==> src/rtl/pipeline_ctrl.sv <==
// pipeline_ctrl: hazard and stall controller for a five-stage in-order pipeline.
//
// This block resolves four things each cycle:
//   - memory-wait stalls, which freeze the whole front of the pipe while dmem is busy
//   - branch-redirect flushes
//   - load-use interlocks
//   - operand-forwarding selects for the ALU
//
// Stall and flush decisions are purely combinational. The only registered state is
// the FSM, the wait counter, the sticky timeout flag and the optional perf counters.
//
// Optional feature macro: PIPELINE_CTRL_PERF_EN
//   When defined, stall_count and flush_count are live wrapping counters.
//   When undefined, both are tied to zero and no counter flops exist.
module pipeline_ctrl #(
  parameter int MAX_WAIT = 255,
  parameter int CNT_W    = 32
) (
  input  logic             clock,
  input  logic             reset,
  input  logic [4:0]       d_rs,
  input  logic [4:0]       d_rt,
  input  logic [4:0]       e_rs,
  input  logic [4:0]       e_rt,
  input  logic [4:0]       e_wa,
  input  logic             e_rf_we,
  input  logic             e_is_load,
  input  logic [4:0]       m_rf_wa,
  input  logic             m_rf_we,
  input  logic [4:0]       w_rf_wa,
  input  logic             w_rf_we,
  input  logic             m_branch_taken,
  input  logic             m_dmem_req,
  input  logic             dmem_ready,
  output logic             f_stall,
  output logic             d_stall,
  output logic             e_stall,
  output logic             m_stall,
  output logic             d_flush,
  output logic             e_flush,
  output logic             w_flush,
  output logic [1:0]       e_fwd_a,
  output logic [1:0]       e_fwd_b,
  output logic             mem_timeout,
  output logic [CNT_W-1:0] stall_count,
  output logic [CNT_W-1:0] flush_count
);

  localparam int WAIT_W = (MAX_WAIT < 2) ? 1 : $clog2(MAX_WAIT + 1);

  typedef enum logic {
    RUN      = 1'b0,
    MEM_WAIT = 1'b1
  } state_t;

  state_t            state;
  state_t            state_nxt;
  logic [WAIT_W-1:0] wait_cnt;
  logic [WAIT_W-1:0] wait_cnt_nxt;
  logic              timeout_set;
  logic              mem_hold;
  logic              mem_wait;
  logic              load_use;

  // Raw (reset-ungated) control decisions. These feed the perf counters, which are
  // held in reset anyway, so reset never reaches a flop data path.
  logic f_stall_raw;
  logic d_stall_raw;
  logic e_stall_raw;
  logic m_stall_raw;
  logic d_flush_raw;
  logic e_flush_raw;
  logic w_flush_raw;

  // Forwarding select for one ALU operand.
  // The memory stage is younger than writeback, so its result wins.
  // Register 0 is hard-wired to zero and therefore never forwards.
  function automatic logic [1:0] fwd_sel(
    input logic [4:0] src,
    input logic       m_we,
    input logic [4:0] m_wa,
    input logic       w_we,
    input logic [4:0] w_wa
  );
    logic [1:0] sel;
    sel = 2'b00;
    if (m_we && (m_wa != 5'd0) && (m_wa == src)) begin
      sel = 2'b10;
    end else if (w_we && (w_wa != 5'd0) && (w_wa == src)) begin
      sel = 2'b01;
    end
    return sel;
  endfunction

  assign mem_wait = m_dmem_req & ~dmem_ready;

  assign load_use = e_rf_we & e_is_load & (e_wa != 5'd0) &
                    ((e_wa == d_rs) | (e_wa == d_rt));

  // FSM state and wait counter; an asynchronous reset aborts any wait in progress.
  always_ff @(posedge clock or negedge reset) begin
    if (!reset) begin
      state    <= RUN;
      wait_cnt <= '0;
    end else begin
      state    <= state_nxt;
      wait_cnt <= wait_cnt_nxt;
    end
  end

  // Sticky timeout flag; only reset clears it.
  always_ff @(posedge clock or negedge reset) begin
    if (!reset) begin
      mem_timeout <= 1'b0;
    end else if (timeout_set) begin
      mem_timeout <= 1'b1;
    end
  end

  // Next-state and stall/flush decode.
  // Priority is memory wait, then branch flush, then load-use stall. Once a wait
  // ends (ready or timeout), branch and load-use are evaluated normally in that
  // same cycle.
  always_comb begin
    state_nxt    = state;
    wait_cnt_nxt = wait_cnt;
    timeout_set  = 1'b0;
    mem_hold     = 1'b0;
    f_stall_raw  = 1'b0;
    d_stall_raw  = 1'b0;
    e_stall_raw  = 1'b0;
    m_stall_raw  = 1'b0;
    d_flush_raw  = 1'b0;
    e_flush_raw  = 1'b0;
    w_flush_raw  = 1'b0;

    case (state)
      RUN: begin
        if (mem_wait) begin
          mem_hold     = 1'b1;
          state_nxt    = MEM_WAIT;
          wait_cnt_nxt = WAIT_W'(1);
        end
      end
      MEM_WAIT: begin
        if (dmem_ready) begin
          state_nxt    = RUN;
          wait_cnt_nxt = '0;
        end else if (wait_cnt >= WAIT_W'(MAX_WAIT)) begin
          timeout_set  = 1'b1;
          state_nxt    = RUN;
          wait_cnt_nxt = '0;
        end else begin
          mem_hold     = 1'b1;
          wait_cnt_nxt = wait_cnt + WAIT_W'(1);
        end
      end
      default: begin
        state_nxt    = RUN;
        wait_cnt_nxt = '0;
      end
    endcase

    if (mem_hold) begin
      // Writeback receives a bubble while memory is held, so a held load is not
      // retired more than once.
      f_stall_raw = 1'b1;
      d_stall_raw = 1'b1;
      e_stall_raw = 1'b1;
      m_stall_raw = 1'b1;
      w_flush_raw = 1'b1;
    end else if (m_branch_taken) begin
      d_flush_raw = 1'b1;
      e_flush_raw = 1'b1;
    end else if (load_use) begin
      f_stall_raw = 1'b1;
      d_stall_raw = 1'b1;
      e_flush_raw = 1'b1;
    end
  end

  // All control outputs are forced low while reset is asserted, independent of the clock.
  assign f_stall = f_stall_raw & reset;
  assign d_stall = d_stall_raw & reset;
  assign e_stall = e_stall_raw & reset;
  assign m_stall = m_stall_raw & reset;
  assign d_flush = d_flush_raw & reset;
  assign e_flush = e_flush_raw & reset;
  assign w_flush = w_flush_raw & reset;

  assign e_fwd_a = reset ? fwd_sel(e_rs, m_rf_we, m_rf_wa, w_rf_we, w_rf_wa) : 2'b00;
  assign e_fwd_b = reset ? fwd_sel(e_rt, m_rf_we, m_rf_wa, w_rf_we, w_rf_wa) : 2'b00;

`ifdef PIPELINE_CTRL_PERF_EN
  logic [CNT_W-1:0] stall_cnt_q;
  logic [CNT_W-1:0] flush_cnt_q;

  // Performance counters; both wrap naturally modulo 2^CNT_W.
  always_ff @(posedge clock or negedge reset) begin
    if (!reset) begin
      stall_cnt_q <= '0;
      flush_cnt_q <= '0;
    end else begin
      if (f_stall_raw) begin
        stall_cnt_q <= stall_cnt_q + CNT_W'(1);
      end
      if (d_flush_raw | e_flush_raw) begin
        flush_cnt_q <= flush_cnt_q + CNT_W'(1);
      end
    end
  end

  assign stall_count = stall_cnt_q;
  assign flush_count = flush_cnt_q;
`else
  assign stall_count = '0;
  assign flush_count = '0;
`endif

endmodule
==> config.mk <==
export PLATFORM = sky130hd
export DESIGN_NAME = pipeline_ctrl
export DESIGN_NICKNAME = d
export VERILOG_FILES = /design/src/rtl/pipeline_ctrl.sv
export SDC_FILE = /design/constraint.sdc
export NUM_CORES = 1
export LEC_CHECK = 0
export BUFFER_PORTS_ARGS = -buffer_cell sky130_fd_sc_hd__buf_2
export CAP_MARGIN = 10
export CORE_MARGIN = 2
export CORE_UTILIZATION = 40
export CTS_BUF_LIST = sky130_fd_sc_hd__clkbuf_4 sky130_fd_sc_hd__clkbuf_8 sky130_fd_sc_hd__clkbuf_16
export DETAILED_ROUTE_END_ITERATION = 12
export GPL_TIMING_DRIVEN = 0
export HOLD_SLACK_MARGIN = 0.06
export PLACE_DENSITY = 0.92
export SLEW_MARGIN = 40
export SYNTH_ARGS = -nofsm -noshare
export SYNTH_HDL_FRONTEND = slang
export SYNTH_SLANG_ARGS = --single-unit
==> constraint.sdc <==
create_clock -name clock -period 1.8 [get_ports clock]
set_input_delay 0.18 -clock clock [delete_from_list [all_inputs] [get_ports clock]]
set_output_delay 0.18 -clock clock [all_outputs]
set_load 0.03 [all_outputs]
== Word-level counts from Yosys, hierarchy flattened ==
Index checks and enable logic that the tools add are counted.
Word-level totals
  word-level logic and storage cells: 57
  register bits after elaboration: 10
  output and inout port bits: 76
  bits of input ports: 44
Operators by class
  add/sub/neg operators: 1
  reductions and logical operators: 9
  mux-type cells: 25
  bitwise operators: 11
  eq/ne operators: 7
  order comparisons: 1
Operator list (count)
  $eq A5 B5 Y1: 6
  $mux W8: 3
  $mux W1: 16
  $pmux W8 S2: 1
  $reduce_bool A5 Y1: 3
  $add A8 B1 Y8 const B: 1
  $and A1 B1 Y1: 8
  $ge A8 B8 Y1 const B: 1
  $mux W2: 4
  $logic_and A1 B1 Y1: 6
  $ne A2 B2 Y1 const B: 1
  $not A1 Y1: 2
  $pmux W1 S2: 1
  $or A1 B1 Y1: 1

== Depth between registers and ports, before layout ==
Gate-level depths: netlist of run 1.
  word-level depth: 7
  mapped depth: 7
  mapped depth without buffers: 6

== Worst setup path after synthesis of run 1 ==
Ideal clock, no wire load.
  path kind: reg-to-output
  start: register wait_cnt[0]
  end: output f_stall
  cell stages (with the launch flop): 8
  buffers on the path: 1
  arrival: 2.147 ns
  required time: 1.620 ns
  setup slack: -0.527 ns
  cells stage by stage: dfrtp_1 > ha_1 > and4_1 > a41o_1 > inv_1 > and2_1 > o21bai_1 > buf_4
On the way
  word-level cells in the longest chain between the ends: 6
RTL lines
  start, declared: RTL line 58  | logic [WAIT_W-1:0] wait_cnt;
  start signal, assigned: RTL line 107  | wait_cnt <= wait_cnt_nxt;
  $ge A8 B8 Y1: RTL line 149  | end else if (wait_cnt >= WAIT_W'(MAX_WAIT)) begin
  $mux W1: RTL line 149
  $mux W1: RTL line 146  | if (dmem_ready) begin
  $pmux W1 S2: RTL line 137  | case (state)
  $mux W1
  $and A1 B1 Y1
  end, declared: RTL line 35  | output logic f_stall,
Every way passes these cells.

== Worst setup path in the final report of run 1 ==
  start: register wait_cnt[0]
  end: output f_stall
On the way
  word-level cells in the longest chain between the ends: 6
RTL lines
  $ge A8 B8 Y1: RTL line 149
  $mux W1: RTL line 149
  $mux W1: RTL line 146
  $pmux W1 S2: RTL line 137
  $mux W1: RTL line 164  | if (mem_hold) begin
  $and A1 B1 Y1: RTL line 183  | assign f_stall = f_stall_raw & reset;
Every way passes these cells.

==> results.py, run 1 <==
metrics = {
    "route": {
        "via_count": 1489,
        "drt_iter0_markers": 36,
        "avgViaCountPerCell": 4.159,
        "wl_per_cell_um": 10.74,
        "drt_pass1_iterations": 4,
        "routed_wl_um": 3845,
        "drcViolationCount": 0,
        "ant_nets": 0,
    },
    "sta": {
        "period_minus_slack_ns": 2.092,
        "fin_crit_sh_pct": 116.2,
        "setup_ws_ns": -0.2919,
        "final_max_slew_viol_count": 0,
        "hold_slack_ns": -0.2470,
        "rsz0062_at_grt": "yes",
        "hold_viol": 10,
        "fmax_ghz": 0.4780,
        "fin_setup_tns_ns": -1.585,
        "fin_skew_ns": 0.006097,
        "setup_violations": 8,
    },
    "logic_synthesis": {
        "yosys_warnings": 0,
        "synth_top_flop_cell": "dfrtp_1",
        "syn_inst": 176,
        "netlist_top_cells_area": "buf_4 (34%), dfrtp_1 (17%), xor2_1 (15%)",
        "synth_top_area_share_pct": 34.33,
        "synth_largest_area_cell": "buf_4",
        "syn_area_mm2": 0.001465,
        "synth.most_common_cell": "buf_4",
        "yosysSeqAreaShare_pct": 17.08,
        "syn-mean-instance-area_um2": 8.325,
        "ys_types": 37,
        "synth_common_cells": "buf_4 (67), xor2_1 (25), dfrtp_1 (10)",
        "synthArstFlopShare_pct": 100.0,
        "ys_ff_latch": 10,
        "synth_enable_flop_cells": 0,
    },
    "critical_path": {
        "cp_common_cell": "buf_6",
        "cp_cell_sequence": "ha_2 > and4_4 > a41o_1 > inv_2 > and2_4 > o21bai_4 > buf_6 > buf_6",
        "required_ns": 1.62,
        "crit_slowest_cell": "dfrtp_1",
        "crit_type": "reg2out",
        "r2r_setup_slack_ns": -0.14,
        "path_max_fanout": 3,
        "cpPeakStageDelay_ns": 0.37,
        "start_kind": "flip-flop",
        "end_kind": "primary output",
        "cp.arrival_ns": 1.91,
    },
    "outcome": {
        "violations": "negative hold slack, negative setup slack",
        "outcome": "finished with violations",
    },
    "grt": {
        "grtUsageTotal_pct": 17.52,
        "grt_antenna_before_repair": 0,
        "grt.overflow.total": 0,
        "grt_max_degree": 18,
        "grt_first_pass_wirelength_um": 5934,
        "grt_pass1_vias": 1407,
    },
    "floorplan": {
        "num_rows": 21,
        "initial_core_util_pct": 42.89,
        "ios": 120,
        "coreArea_mm2": 0.003416,
        "dieHeight_um": 64.52,
        "die_w_um": 64.52,
        "dieArea_mm2": 0.004163,
    },
    "clocking": {
        "clkLatencyLatePin_ns": 0.27,
        "clockRootBuffer": "clkbuf_4",
        "cts.sinks": 10,
        "clockBufferDepth": 2,
        "htree_num_levels": 1,
        "cts_tree": "done",
        "cts_made_buffers": 3,
        "clkTransAtPathRegs_ns": 0.08,
    },
    "power": {
        "leakage_nw": 1.307,
        "peakVddDrop_uv": 348.4,
        "power.density_mw_per_mm2": 453.9,
    },
    "final_layout": {
        "syn_to_final_growth_pct": 55.68,
        "layout.nets": 358,
        "multiInputGateArea_um2": 963.4,
        "design_area_mm2": 0.002281,
        "drive_above_1_share_pct": 49.04,
        "seq_area_um2": 250.2,
        "num_antenna_cells": 0,
        "fillers": 294,
        "post-route-util_pct": 66.78,
    },
    "min_path": {
        "hold_class": "in2async",
    },
    "placement": {
        "placement.cell_area_mm2": 0.002061,
        "io_buffers": 55,
        "gp_congestion": 0.8220,
        "dp_hpwl_um": 2857,
    },
    "run": {
        "cap_violations": 0,
    },
}
-- per-layer routing --
layer / routed length (um) / up-vias / track usage [%]
met5: 0 / - / 0
met4: 29 / 0 / 5.319
met3: 286 / 4 / 2.604
met2: 2218 / 71 / 35.81
met1: 1310 / 669 / 17.93
li1: - / 745 / -
-- layout by cell type, fill, tap and decap left out, types with 2 or more instances in the layout --
master    netlist  layout
a21oi_1         3       3
or3_1           2       2
o21ai_0         4       4
dfrtp_1        10      10
inv_1           3       2
nor4_2          2       2
buf_6           0      12
o31ai_1         2       2
buf_2           0      46
nand2_1         5       5
conb_1          1      64
xor2_1         25      25
nor4_1          2       2
nand3_1         6       6
o21bai_1        4       2
and2_2          2       2
nor3_1          3       3
or4_1           5       4
clkbuf_4        0       3
buf_4          67      79
xnor2_1         7       7
nor2_1          2       2
o211ai_1        2       2
-- area by class of cell --
cell class,instances,area share (%)
buffer,68,22.38
sequential,10,10.97
clock buffer,4,1.591
inverter,3,0.4937
tap,46,2.523
multi-input combinational,157,42.24
timing repair buffer,70,19.80
-- cells by family (layout without fill, tap and decap cells) --
kind of cell | after synthesis | after routing | synth area share [%]
compound gates | 22 | 22 | 10.85
fa+ha+maj | 1 | 1 | 0.8538
mux | 1 | 1 | 0.6832
flops | 10 | 10 | 17.08
xor+xnor | 32 | 32 | 19.13
other cells | 1 | 64 | 0.2559
simple gates | 37 | 37 | 15.54
buf+inv | 72 | 145 | 35.61
-- through the flow --
stage	worst slack, ns	hold WS (ns)	total power, mW	std cells
after detailed placement	-0.08223	0.1001	0.7555	340
final	-0.2919	-0.2470	1.035	358
after floorplan	0.01217	-0.1156	0.6540	239
after CTS	-0.2134	-0.2474	1.010	356
after global placement	-0.06518	0.09688	0.7483	340
after global routing	-0.3302	-0.2399	1.085	358
-- where the power goes --
part | leakage, nW | switching [mW] | total [mW] | internal, mW
clock | 0.0210 | 0.0850 | 0.208 | 0.123
combinational | 1.15 | 0.335 | 0.583 | 0.248
sequential | 0.135 | 0.00985 | 0.244 | 0.234
total | 1.31 | 0.430 | 1.04 | 0.605
-- flip-flops by register name (all words and copies together) (netlist names) --
signal / count
state: 1
mem_timeout: 1
wait_cnt: 8
-- worst max-delay path, delay by kind of cell, from the launching register on --
family | cells | cell delay (ns)
flops | 1 | 0.37
fa+ha+maj | 1 | 0.19
simple gates | 2 | 0.36
buf+inv | 3 | 0.31
compound gates | 2 | 0.42
-- final timing paths --
path | from | to | cells after the start
max | wait_cnt[0]$_DFFE_PN0P_ | f_stall | 8
min | reset | wait_cnt[6]$_DFFE_PN0P_ | 1
min in group clock | dmem_ready | wait_cnt[0]$_DFFE_PN0P_ | 3
max in group asynchronous | reset | wait_cnt[3]$_DFFE_PN0P_ | 1
min reg2reg | wait_cnt[4]$_DFFE_PN0P_ | wait_cnt[4]$_DFFE_PN0P_ | 1
max reg2reg | wait_cnt[0]$_DFFE_PN0P_ | state$_DFF_PN0_ | 11
-- what timing repair did --
item                                    in CTS  in global routing
endpoints found under the setup margin       8                 10
hold endpoints to repair                    10                 10
setup buffers                               13                  2
resized for setup                           17                  7
pin swaps                                    2                  4
No activity file was read; power rests on OpenSTA's default activity.
==> run 2, diff against run 1 <==
--- a/config.mk
+++ b/config.mk
@@ -14,6 +14,7 @@
 export GPL_TIMING_DRIVEN = 0
 export HOLD_SLACK_MARGIN = 0.06
 export PLACE_DENSITY = 0.92
+export SETUP_SLACK_MARGIN = 0.2
 export SLEW_MARGIN = 40
 export SYNTH_ARGS = -nofsm -noshare
 export SYNTH_HDL_FRONTEND = slang
==> run 2 against run 1 <==
The run ends with negative setup slack left; utilization up 4.8 points; critical endpoint is now e_flush; die area unchanged; setup slack better by 0.057 ns; clock skew shrank 0.0025 ns; largest power group unchanged.
==> results.py, run 2 (synthesis gave the netlist of run 1 again) <==
metrics = {
    "sta": {
        "fin_skew_ns": 0.003572,
        "hold_viol": 0,
        "setup_violations": 7,
        "period_minus_slack_ns": 2.035,
        "worstMarginPinSlew_ns": 0.5141,
        "slew_headroom_pct": 65.73,
        "setup_ws_ns": -0.2353,
        "fin_crit_sh_pct": 113.1,
        "final_max_slew_viol_count": 0,
        "fmax_ghz": 0.4913,
        "rsz0062_at_grt": "yes",
    },
    "floorplan": {
        "dieHeight_um": 64.52,
        "die_w_um": 64.52,
        "num_rows": 21,
        "dieArea_mm2": 0.004163,
        "coreArea_mm2": 0.003416,
        "ios": 120,
        "initial_core_util_pct": 42.89,
    },
    "grt": {
        "grt_max_degree": 11,
        "busiest_layer": "met2",
        "use_met2_pct": 38.67,
        "grt_pass1_vias": 1472,
        "grt_antenna_before_repair": 0,
        "grt_use_met3_pct": 2.778,
        "grtUsageTotal_pct": 18.89,
        "grt.overflow.total": 0,
        "grt.met1_usage_pct": 18.09,
        "grt_first_pass_wirelength_um": 6258,
    },
    "power": {
        "power.density_mw_per_mm2": 433.1,
        "peakVddDrop_uv": 216.1,
        "leakage_nw": 1.345,
        "fin_total_pwr_mw": 1.058,
    },
    "clocking": {
        "cts_tree": "done",
        "clockRootBuffer": "clkbuf_4",
        "clockBufferDepth": 2,
        "htree_num_levels": 1,
        "clkTransAtPathRegs_ns": 0.07,
        "cts_made_buffers": 3,
        "cts.sinks": 10,
        "clkLatencyLatePin_ns": 0.26,
    },
    "outcome": {
        "violations": "negative setup slack",
        "outcome": "finished with violations",
    },
    "route": {
        "via_count": 1499,
        "drt_iter0_markers": 50,
        "ant_nets": 0,
        "drt_pass1_iterations": 4,
        "avgViaCountPerCell": 4.164,
        "wl_per_cell_um": 11.00,
        "routed_wl_um": 3960,
        "drcViolationCount": 0,
    },
    "placement": {
        "place_inst": 340,
        "dp_hpwl_um": 2994,
        "preCtsSetupSlack_ns": -0.1583,
        "io_buffers": 55,
        "gp_congestion": 0.7576,
    },
    "final_layout": {
        "post-route-util_pct": 71.54,
        "layout.nets": 360,
        "drive_above_1_share_pct": 50.64,
        "num_antenna_cells": 0,
        "largest_reg_flops": 8,
        "final_cell_count_no_fill": 360,
        "largest-register": "wait_cnt",
        "final_common_cell": "buf_4",
        "final_cell_mix": "buf_4 (80), conb_1 (64), buf_2 (36)",
        "top_regs": "wait_cnt: 8 flops, mem_timeout: 1 flops, state: 1 flops",
        "syn_to_final_growth_pct": 66.78,
    },
    "min_path": {
        "hold_class": "in2reg",
    },
    "critical_path": {
        "crit_type": "reg2out",
        "start_kind": "flip-flop",
        "cp.arrival_ns": 1.86,
        "required_ns": 1.62,
        "path_max_fanout": 2,
        "end_kind": "primary output",
    },
    "run": {
        "cap_violations": 0,
    },
}
-- run 2: changes by cell type in the layout (fill, tap and decap cells not counted), sizes merged --
| cell | delta |
|---|---|
| dlygate4sd3 | +1 |
| clkbuf | +1 |
-- run 2: worst max-delay path: stages (launching register included) --
cell      delay (ns)
dfrtp_1         0.39
ha_2            0.20
and4_4          0.15
a41o_1          0.23
buf_4           0.14
and3_4          0.16
o21bai_4        0.16
buf_6           0.15
-- run 2: worst paths after layout --
kind                       cells past startpoint  slack [ns]                       to                    start
min in group asynchronous                      2        0.45  wait_cnt[2]$_DFFE_PN0P_                    reset
min                                            3        0.25  wait_cnt[0]$_DFFE_PN0P_               dmem_ready
max                                            7       -0.24                  e_flush  wait_cnt[1]$_DFFE_PN0P_
min reg2reg                                    1        0.48  mem_timeout$_DFFE_PN0P_  mem_timeout$_DFFE_PN0P_
max in group asynchronous                      2        1.04          state$_DFF_PN0_                    reset
max reg2reg                                    6        0.26  wait_cnt[3]$_DFFE_PN0P_  wait_cnt[1]$_DFFE_PN0P_
-- run 2: power breakdown --
group / leakage (nW) / internal [mW] / total (mW) / switching (mW)
Clock: 0.0210 / 0.123 / 0.200 / 0.0774
Combinational: 1.19 / 0.262 / 0.614 / 0.352
Sequential: 0.135 / 0.235 / 0.244 / 0.00984
Total: 1.34 / 0.619 / 1.06 / 0.439
-- run 2: routing by layer --
| layer | vias to the layer above | routed length, um |
|---|---|---|
| li1 | 747 | - |
| met1 | 665 | 1293 |
| met2 | 74 | 2297 |
| met3 | 13 | 250 |
| met4 | 0 | 119 |
| met5 | - | 0 |
-- run 2: stage by stage --
stage / hold slack, ns / TNS, ns / instance area (um^2)
after global routing: 0.2765 / -1.678 / 2444
after detailed placement: 0.09901 / -0.4918 / 2079
final: 0.2529 / -1.136 / 2444
after floorplan: -0.1156 / 0 / 1747
after CTS: 0.2617 / -0.9811 / 2384
after global placement: 0.09968 / -0.4030 / 2079
-- run 2: layout make-up --
type	count	area, um^2
Buffer	69	519.2
Clock buffer	4	36.28
Fill cell	260	972.2
Inverter	3	11.26
Multi-Input combinational cell	157	1045
Sequential cell	10	250.2
Tap cell	46	57.56
Timing Repair Buffer	71	524.3
-- run 2: timing repair --
| item | in CTS | in global routing |
|---|---|---|
| hold buffers | 1 | 0 |
| hold endpoints to repair | 10 | 0 |
| buffers inserted | 10 | 5 |
| setup endpoints to repair | 11 | 13 |
| pin swaps | 10 | 8 |
| resized for setup | 46 | 6 |
